[src/rtl/mem_arb_pkg.sv]
// Shared types for the fetch/memory-stage RAM port arbiter.
package mem_arb_pkg;

  localparam int WORD_W = 16;

  typedef enum logic [1:0] {IDLE, LO, HI, DONE} state_t;
  typedef enum logic [1:0] {NONE, IF, MLO, MHI} tag_t;

endpackage

[src/rtl/mem_arb_fsm.sv]
// Memory-stage access sequencer: state, request fields latched at acceptance,
// and the in-flight tag that steers next cycle's RAM read data.
//
// state | meaning
// IDLE  | no memory access; mem_req may be accepted, fetch may issue
// LO    | first (or only) word of the accepted access issues
// HI    | second word of a wide access issues at addr+1
// DONE  | mem_done pulses; a new mem_req may be accepted, fetch may issue
module mem_arb_fsm
  import mem_arb_pkg::*;
#(
  parameter int ADDR_W = 20
) (
  input  logic              clk,
  input  logic              rst,
  input  logic              mem_req,
  input  logic              mem_we,
  input  logic              mem_wide,
  input  logic [ADDR_W-1:0] mem_addr,
  input  logic [31:0]       mem_wdata,
  input  logic              hold_off,
  input  logic              fetch_go,
  output logic              slot_free,
  output logic              accept,
  output logic              issue_lo,
  output logic              issue_hi,
  output logic              done,
  output logic              lat_we,
  output logic              lat_wide,
  output logic [ADDR_W-1:0] lat_addr,
  output logic [31:0]       lat_wdata,
  output tag_t              tag
);

  state_t state, state_nxt;
  tag_t   tag_nxt;

  always_ff @(posedge clk) begin
    if (rst) begin
      state     <= IDLE;
      tag       <= NONE;
      lat_we    <= 1'b0;
      lat_wide  <= 1'b0;
      lat_addr  <= '0;
      lat_wdata <= '0;
    end else begin
      state <= state_nxt;
      tag   <= tag_nxt;
      if (accept) begin
        lat_we    <= mem_we;
        lat_wide  <= mem_wide;
        lat_addr  <= mem_addr;
        lat_wdata <= mem_wdata;
      end
    end
  end

  always_comb begin
    state_nxt = state;
    case (state)
      IDLE:    state_nxt = accept ? LO : IDLE;
      LO:      state_nxt = lat_wide ? HI : DONE;
      HI:      state_nxt = DONE;
      DONE:    state_nxt = accept ? LO : IDLE;
      default: state_nxt = IDLE;
    endcase
  end

  always_comb begin
    slot_free = (state == IDLE) || (state == DONE);
    accept    = slot_free && mem_req && !hold_off && !rst;
    issue_lo  = (state == LO) && !rst;
    issue_hi  = (state == HI) && !rst;
    done      = (state == DONE) && !rst;
    tag_nxt   = NONE;
    if (issue_hi)      tag_nxt = MHI;
    else if (issue_lo) tag_nxt = MLO;
    else if (fetch_go) tag_nxt = IF;
  end

endmodule

[src/rtl/mem_port_arbiter.sv]
// Single-port RAM arbiter between instruction fetch and the memory stage.
// Define FETCH_STARVE_GUARD_EN to let a starved fetch beat a new mem_req.
module mem_port_arbiter
  import mem_arb_pkg::*;
#(
  parameter int ADDR_W       = 20,
  parameter int STARVE_LIMIT = 4
) (
  input  logic              clk,
  input  logic              rst,
  input  logic              if_req,
  input  logic [31:0]       if_addr,
  input  logic              if_flush,
  output logic              stall_if,
  output logic              if_valid,
  output logic [WORD_W-1:0] if_rdata,
  input  logic              mem_req,
  input  logic              mem_we,
  input  logic              mem_wide,
  input  logic [31:0]       mem_addr,
  input  logic [31:0]       mem_wdata,
  output logic              mem_done,
  output logic [31:0]       mem_rdata,
  output logic [ADDR_W-1:0] ram_addr,
  output logic              ram_we,
  output logic [WORD_W-1:0] ram_wdata,
  input  logic [WORD_W-1:0] ram_rdata
);

  logic              slot_free, accept, issue_lo, issue_hi, done;
  logic              lat_we, lat_wide;
  logic [ADDR_W-1:0] lat_addr, hi_addr, addr_q;
  logic [31:0]       lat_wdata, rdata_q;
  logic [WORD_W-1:0] hi_q;
  logic              fetch_go, guard_win, if_drop_q;
  tag_t              tag;
  logic              unused_hi_bits;

  mem_arb_fsm #(.ADDR_W(ADDR_W)) u_fsm (
    .clk       (clk),
    .rst       (rst),
    .mem_req   (mem_req),
    .mem_we    (mem_we),
    .mem_wide  (mem_wide),
    .mem_addr  (mem_addr[ADDR_W-1:0]),
    .mem_wdata (mem_wdata),
    .hold_off  (guard_win),
    .fetch_go  (fetch_go),
    .slot_free (slot_free),
    .accept    (accept),
    .issue_lo  (issue_lo),
    .issue_hi  (issue_hi),
    .done      (done),
    .lat_we    (lat_we),
    .lat_wide  (lat_wide),
    .lat_addr  (lat_addr),
    .lat_wdata (lat_wdata),
    .tag       (tag)
  );

  // The RAM only sees ADDR_W bits, so the +1 wrap happens at that width.
  assign unused_hi_bits = ^{if_addr[31:ADDR_W], mem_addr[31:ADDR_W]};
  assign hi_addr        = lat_addr + ADDR_W'(1);

  assign fetch_go = if_req && slot_free && !accept && !rst;
  assign stall_if = if_req && !fetch_go && !rst;
  assign mem_done = done;
  assign if_valid = (tag == IF) && !if_drop_q && !if_flush && !rst;
  assign if_rdata = if_valid ? ram_rdata : '0;

  always_comb begin
    ram_addr  = addr_q;
    ram_we    = 1'b0;
    ram_wdata = '0;
    if (issue_lo) begin
      ram_addr = lat_addr;
      ram_we   = lat_we;
      if (lat_we) ram_wdata = lat_wide ? lat_wdata[31:16] : lat_wdata[15:0];
    end else if (issue_hi) begin
      ram_addr = hi_addr;
      ram_we   = lat_we;
      if (lat_we) ram_wdata = lat_wdata[15:0];
    end else if (fetch_go) begin
      ram_addr = if_addr[ADDR_W-1:0];
    end
  end

  // The final word arrives in the DONE cycle, so it is passed straight
  // through alongside mem_done and captured for holding afterwards.
  always_comb begin
    mem_rdata = rdata_q;
    if (done && !lat_we)
      mem_rdata = lat_wide ? {hi_q, ram_rdata} : {16'h0000, ram_rdata};
  end

  always_ff @(posedge clk) begin
    if (rst) begin
      addr_q    <= '0;
      rdata_q   <= '0;
      hi_q      <= '0;
      if_drop_q <= 1'b0;
    end else begin
      addr_q    <= ram_addr;
      if_drop_q <= if_flush;
      if (tag == MLO && lat_wide) hi_q <= ram_rdata;
      if (done) rdata_q <= mem_rdata;
    end
  end

`ifdef FETCH_STARVE_GUARD_EN
  localparam int CNT_W = $clog2(STARVE_LIMIT + 1);
  logic [CNT_W-1:0] starve_cnt;

  assign guard_win = if_req && slot_free && (starve_cnt == CNT_W'(STARVE_LIMIT));

  always_ff @(posedge clk) begin
    if (rst || !if_req || fetch_go)
      starve_cnt <= '0;
    else if (stall_if && starve_cnt != CNT_W'(STARVE_LIMIT))
      starve_cnt <= starve_cnt + CNT_W'(1);
  end
`else
  assign guard_win = 1'b0;
`endif

endmodule

[config.mk]
export PLATFORM = sky130hd
export DESIGN_NAME = mem_port_arbiter
export DESIGN_NICKNAME = d
export VERILOG_FILES = /design/src/rtl/mem_arb_pkg.sv /design/src/rtl/mem_arb_fsm.sv /design/src/rtl/mem_port_arbiter.sv
export SDC_FILE = /design/constraint.sdc
export NUM_CORES = 1
export LEC_CHECK = 0
export BUFFER_PORTS_ARGS = -buffer_cell sky130_fd_sc_hd__buf_4
export CORE_ASPECT_RATIO = 0.7
export CORE_MARGIN = 2
export CORE_UTILIZATION = 50
export DETAILED_ROUTE_END_ITERATION = 8
export HOLD_SLACK_MARGIN = 0.03
export PLACE_DENSITY = 0.79
export SLEW_MARGIN = 20
export SYNTH_ARGS = -nofsm -noshare
export SYNTH_HDL_FRONTEND = slang
export SYNTH_HIERARCHICAL = 1
export SYNTH_SLANG_ARGS = --single-unit
[constraint.sdc]
create_clock -name clk -period 3.9 [get_ports clk]
set_input_delay 0.585 -clock clk [delete_from_list [all_inputs] [get_ports clk]]
set_output_delay 0.585 -clock clk [all_outputs]
set_load 0.005 [all_outputs]
# == Word level (Yosys, flattened, before mapping) ==
# Index checks and enable logic that the tools add are counted.
# classes
add_sub_neg,1
n_eq_ne,5
mux,19
n_reduce_logical,24
# ops
cell,n
$mux W16,6
$mux W32,2
$mux W20,3
$add A20 B1 Y20 const B,1
$logic_and A1 B1 Y1,15
$eq A2 B2 Y1 const B,3
$logic_not A1 Y1,6
$pmux W2 S3,1
$mux W1,5
$eq A2 B1 Y1 const B,2
$mux W2,2
$logic_not A2 Y1,1
$reduce_or A2 Y1,1
$logic_or A1 B1 Y1,1
# totals
reg_bits,127
inputBits,119
out_inout_bits,88
word_cells,59

# == Depth between registers and ports, before layout ==
# logic_depth
depth_word,10
mapped_depth,12
depth_no_buf,8

# == Modules after synthesis ==
# The synthesis kept the hierarchy.
# modules_own_cells
module,n_inst,cells_per_inst,area_per_inst_um2,seq_area_each_um2
mem_port_arbiter,1,463,3796.1,1381.3
mem_arb_fsm,1,196,2488.6,1161.1

# == Worst setup path before layout ==
# No wires, ideal clock.
# synth_path
kind,reg2out
start,reg u_fsm.state[0]
end,out ram_addr[4]
t_arrival_ps,2450
required_time_ps,3315
path_slack_ps,865
path_stages_with_launch,13
path_buffers,4
path_cell_list,dfxtp_1 > inv_1 > ha_1 > nand4bb_4 > buf_6 > buf_6 > inv_1 > and4bb_2 > buf_2 > buf_4 > mux2_2 > a22oi_1 > o22ai_1
# synth_between
elab_chain_cells,10
word_cells_on_any_way,16
classes_between,3 x eq/ne; 3 x mux; 10 x reduce/logical
# synth_rtl
element,line,source
"start, declared",mem_arb_fsm.sv:35,"state_t state, state_nxt;"
"start signal, assigned",mem_arb_fsm.sv:47,state <= state_nxt;
$eq A2 B2 Y1 / $logic_not A2 Y1 (equally long branches),mem_arb_fsm.sv:70,slot_free = (state == IDLE) || (state == DONE);
$logic_or A1 B1 Y1 *,mem_arb_fsm.sv:70,
named net slot_free,mem_port_arbiter.sv:30,"logic slot_free, accept, issue_lo, issue_hi, done;"
$logic_and A1 B1 Y1 * (2 in a row),mem_arb_fsm.sv:71,accept = slot_free && mem_req && !hold_off && !rst;
named net accept,mem_port_arbiter.sv:30,
$logic_not A1 Y1 *,mem_port_arbiter.sv:65,assign fetch_go = if_req && slot_free && !accept && !rst;
$logic_and A1 B1 Y1 * (2 in a row),mem_port_arbiter.sv:65,
$mux W20 *,mem_port_arbiter.sv:83,end else if (fetch_go) begin
$mux W20 *,mem_port_arbiter.sv:79,end else if (issue_hi) begin
$mux W20 *,mem_port_arbiter.sv:75,if (issue_lo) begin
"end, declared",mem_port_arbiter.sv:24,"output logic [ADDR_W-1:0] ram_addr,"
# Mark *: on every way through the listed nets, which the timed path passes. The rest lies on a longest branch.

# == Worst setup path in the final report ==
# layout_path
start,reg u_fsm.state[0]
end,out ram_addr[12]
# The elaborated chain is that of the path after synthesis.

==> metrics.md <==
| Metric | Value |
|---|---|
| Status | finished clean |
| Tcrit/Tclk final | 0.9550 |
| Finish-stage setup viols | 0 |
| Core area | 12340 um2 |
| DR pass1 iterations | 5 |
| Placer Congestion | just over 0.8 |
| Hold-fix buffers, CTS | 0 |
| Synth-to-Final Area Change | 32.01% |
| Sw frac | 0.2902 |
| Mapped Cells | around 660 |
| Worst reg2reg path startpoint | u_fsm/state[0] |
| Final Util | 0.6725 |
| Max cap viols | 0 |
| Distinct cells, synth | 61 |
| CTS resizes | 0 |
| Nets | approximately 950 |
| Power density over the cells | between 400 and 500 nW/um2 |
| Critical Path Max Stage Delay | a little over 0.6 ns |
| CP max FO | 14 |
| Die height | between 90 and 100 um |
| Setup crit start | u_fsm/state[0] |
| Slowest CP cell | and4bb_2 |
| Fillcell total | ~1000 |
| Leakage | ~3.7 nW |
| Crit end category | output pin |
| Placed Instance Area | roughly 7700 um2 |
| Internal power | 2.928 mW |
| Final WS setup | 0.1755 ns |
| Top Ports | between 200 and 250 |
| Final Hold Vio Count | 0 |
| DRC viols | 0 |
| Longest Clk Path Bufs | 2 |
| Worst-Margin Slew | approximately 0.95 ns |
| Req. time, crit path | roughly 3.3 ns |
| #FFs+latches synth | approximately 130 |
| Antenna-violating nets left | 0 |
| Initial antenna violation count | 0 |
| Clk Latency, worst-skew pair | 0.41 ns |
| # diodes | 0 |
| Sequential power share | 0.372 |
| TritonCTS Sinks | 127 |
| Wire per inst | roughly 17 um |
| CP startpoint kind | flip-flop |
| Vias per cell | about 5.5 |
| Ys async rst share | 0 |
| Comb pwr share | 0.247 |
| Clock slew at reported path FFs | approximately 0.07 ns |
| First-pass GRT wire length | between 20000 and 30000 um |
| Sequential cell area fraction in the yosys report | 0.4045 |
| Psw | approximately 1.2 mW |
| Pre-CTS WS | between 0.5 and 0.6 ns |
| Layout cells sized above 1 | 0.3795 |
| Die area | 13500 um2 |
| Largest net degree at the start of global routing | 59 |
| WP data arrival | around 3.1 ns |
| Post-Place Cells | slightly below 1000 |
| Congestion Overflow GR | 0 |
| Final WL | approximately 17000 um |
| Final std cells w/o fill | 1000 |
| Post-CTS Setup Repair Bufs | 0 |
| Top cells by area in the synthesized netlist | dfxtp_1, mux2_4, mux2_2 |
| CTS Root Cell | clkbuf_16 |
| DR iter-0 viols | roughly 340 |
| RSZ-0062 raised after global routing | false |
| Fin. max-slew vios | 0 |
| Setup_tns | 0 ns |
| Multi-input gate area | 3475 um2 |
| Worst hold start | mem_wdata[17] |
| Critical-path cell list | inv_1 -> ha_1 -> nand4bb_4 -> inv_1 -> and4bb_2 -> buf_4 -> mux2_2 -> o22ai_1 -> nor2_1 -> buf_4 |
| Starting density of the core | 0.5094 |
| Vias post-DR | 5517 |
| GRT Util Overall | 0.2536 |
| CTS tree | done |
| Primary FF master, synth | dfxtp_1 |
| CTS buffer count | 17 |
| Crit path kind | reg -> out |
| Vias in the first global route | between 5000 and 6000 |
| Hold slack | between 0.3 and 0.4 ns |
| Synth Cell Area | 6285 um2 |
| Total power | 4.125 mW |
| Relative slew slack | 0.3665 |
| Clock skew | 0.01236 ns |
| Max VDD drop | around 0.4 mV |
| Yosys top cell area share | 0.4045 |
| Placed wire-length estimate | 11820 um |
| Final Critical Period | about 3.7 ns |
| Design Area, Final | between 8000 and 9000 um2 |
| Row count | 34 |
| H-tree depth | 4 |
| Die width | about 140 um |
| Syn Area/Cell | 9.537 um2 |
| Synth area leader | dfxtp_1 |
| Syn nets | between 700 and 800 |
| Worst hold path class | in -> reg |
| Number of flops mapped to enable cells by yosys | 0 |
| Max Fclk | approximately 270 MHz |
| Number of port buffers | between 150 and 200 |
| Yosys Warn Count | 6 |
| Clk pwr share | 0.381 |
| FF+latch area | between 2000 and 3000 um2 |
## routing by layer
metal | wire (um) | global-route usage | share of wire | vias to the layer above
met1 | 8017 | 0.3471 | 0.46 | 2617
met3 | 1173 | 0.06376 | 0.068 | 22
met5 | 0 | 0 | 0 | -
met4 | 242 | 0.08713 | 0.014 | 0
met2 | 7823 | 0.3934 | 0.45 | 236
li1 | - | - | - | 2642
## cell type report
class                           count  area share
Multi-Input combinational cell    474      0.4188
Tap cell                          162     0.02443
Clock buffer                       17     0.05127
Clock inverter                     15     0.01900
Timing Repair Buffer              193      0.1746
Sequential cell                   127      0.3064
Inverter                           12    0.005429
## flip-flops by register name, indices dropped and copies added (netlist names)
register,count
u_fsm/lat_wide,1
u_fsm/lat_addr,20
u_fsm/lat_wdata,32
hi_q,16
u_fsm/state,2
if_drop_q,1
u_fsm/tag,2
u_fsm/lat_we,1
rdata_q,32
addr_q,20
## worst max-delay path, delay by kind of cell (launching register included)
kind            cells  cell delay (ns)
compound gates      1             0.17
flops               1             0.40
mux                 1             0.36
simple gates        3             0.86
fa+ha+maj           1             0.39
buf+inv             4             0.55
## power by group through the flow
stage               clock [mW]  sequential [mW]  combinational (mW)
global route              1.65             1.55                1.10
CTS                       1.59             1.53                1.01
global placement             0             1.55               0.973
floorplan                    0             1.52               0.643
finish                    1.57             1.54                1.02
detailed placement           0             1.56                1.00
## cell usage after synthesis (all sizes together) (8+ instances only)
| cell type | n |
|---|---|
| o21ai | 22 |
| mux2 | 78 |
| dfxtp | 127 |
| and2b | 8 |
| o22ai | 9 |
| nand2 | 79 |
| a22o | 17 |
| clkbuf | 33 |
| and2 | 50 |
| mux2i | 12 |
| nand4 | 8 |
| nor2b | 55 |
| nand3 | 10 |
| a21oi | 29 |
| buf | 13 |
| inv | 12 |
| nor2 | 15 |
## placed cells by master (no fill, tap or decap), types with 3 or more instances in the layout
cell type and count:
clkbuf_16 17, and2b_1 8, buf_4 193, a211oi_1 7, clkinvlp_4 4, and4_1 3, and3_1 6, and2_1 49
dfxtp_1 127, nand3_1 9, o21ai_0 22, inv_1 12, a21oi_1 29, nor4_1 6, mux2_4 38, o22ai_1 9
o32ai_1 3, inv_6 4, nor3_1 6, ha_1 5, nor2b_1 54, a22o_1 17, nand2b_1 5, mux2_2 40
o22a_1 5, mux2i_1 12, nand4_1 7, nor2_1 14, nand2_1 79, clkinv_2 3
## path summary, 6_finish.rpt
check | endpoint | cells after the start | slack (ns)
worst max-delay path | ram_addr[12] | 10 | 0.18
worst min-delay path | u_fsm/lat_wdata[17] | 2 | 0.39
worst max register to register | addr_q[14] | 9 | 1.19
worst min register to register | hi_q[8] | 2 | 0.46
## kinds of logic after synthesis
| kind of cell | after synthesis | share of synthesized area |
|---|---|---|
| buffers and inverters | 58 | 0.04340 |
| DFF | 127 | 0.4045 |
| AOI/OAI and AO/OA | 115 | 0.1258 |
| other | 1 | 0.0005967 |
| adders and majority gates | 5 | 0.009954 |
| muxes | 90 | 0.1816 |
| and+or+nand+nor | 263 | 0.2341 |
Power figures use the tool's default switching activity.
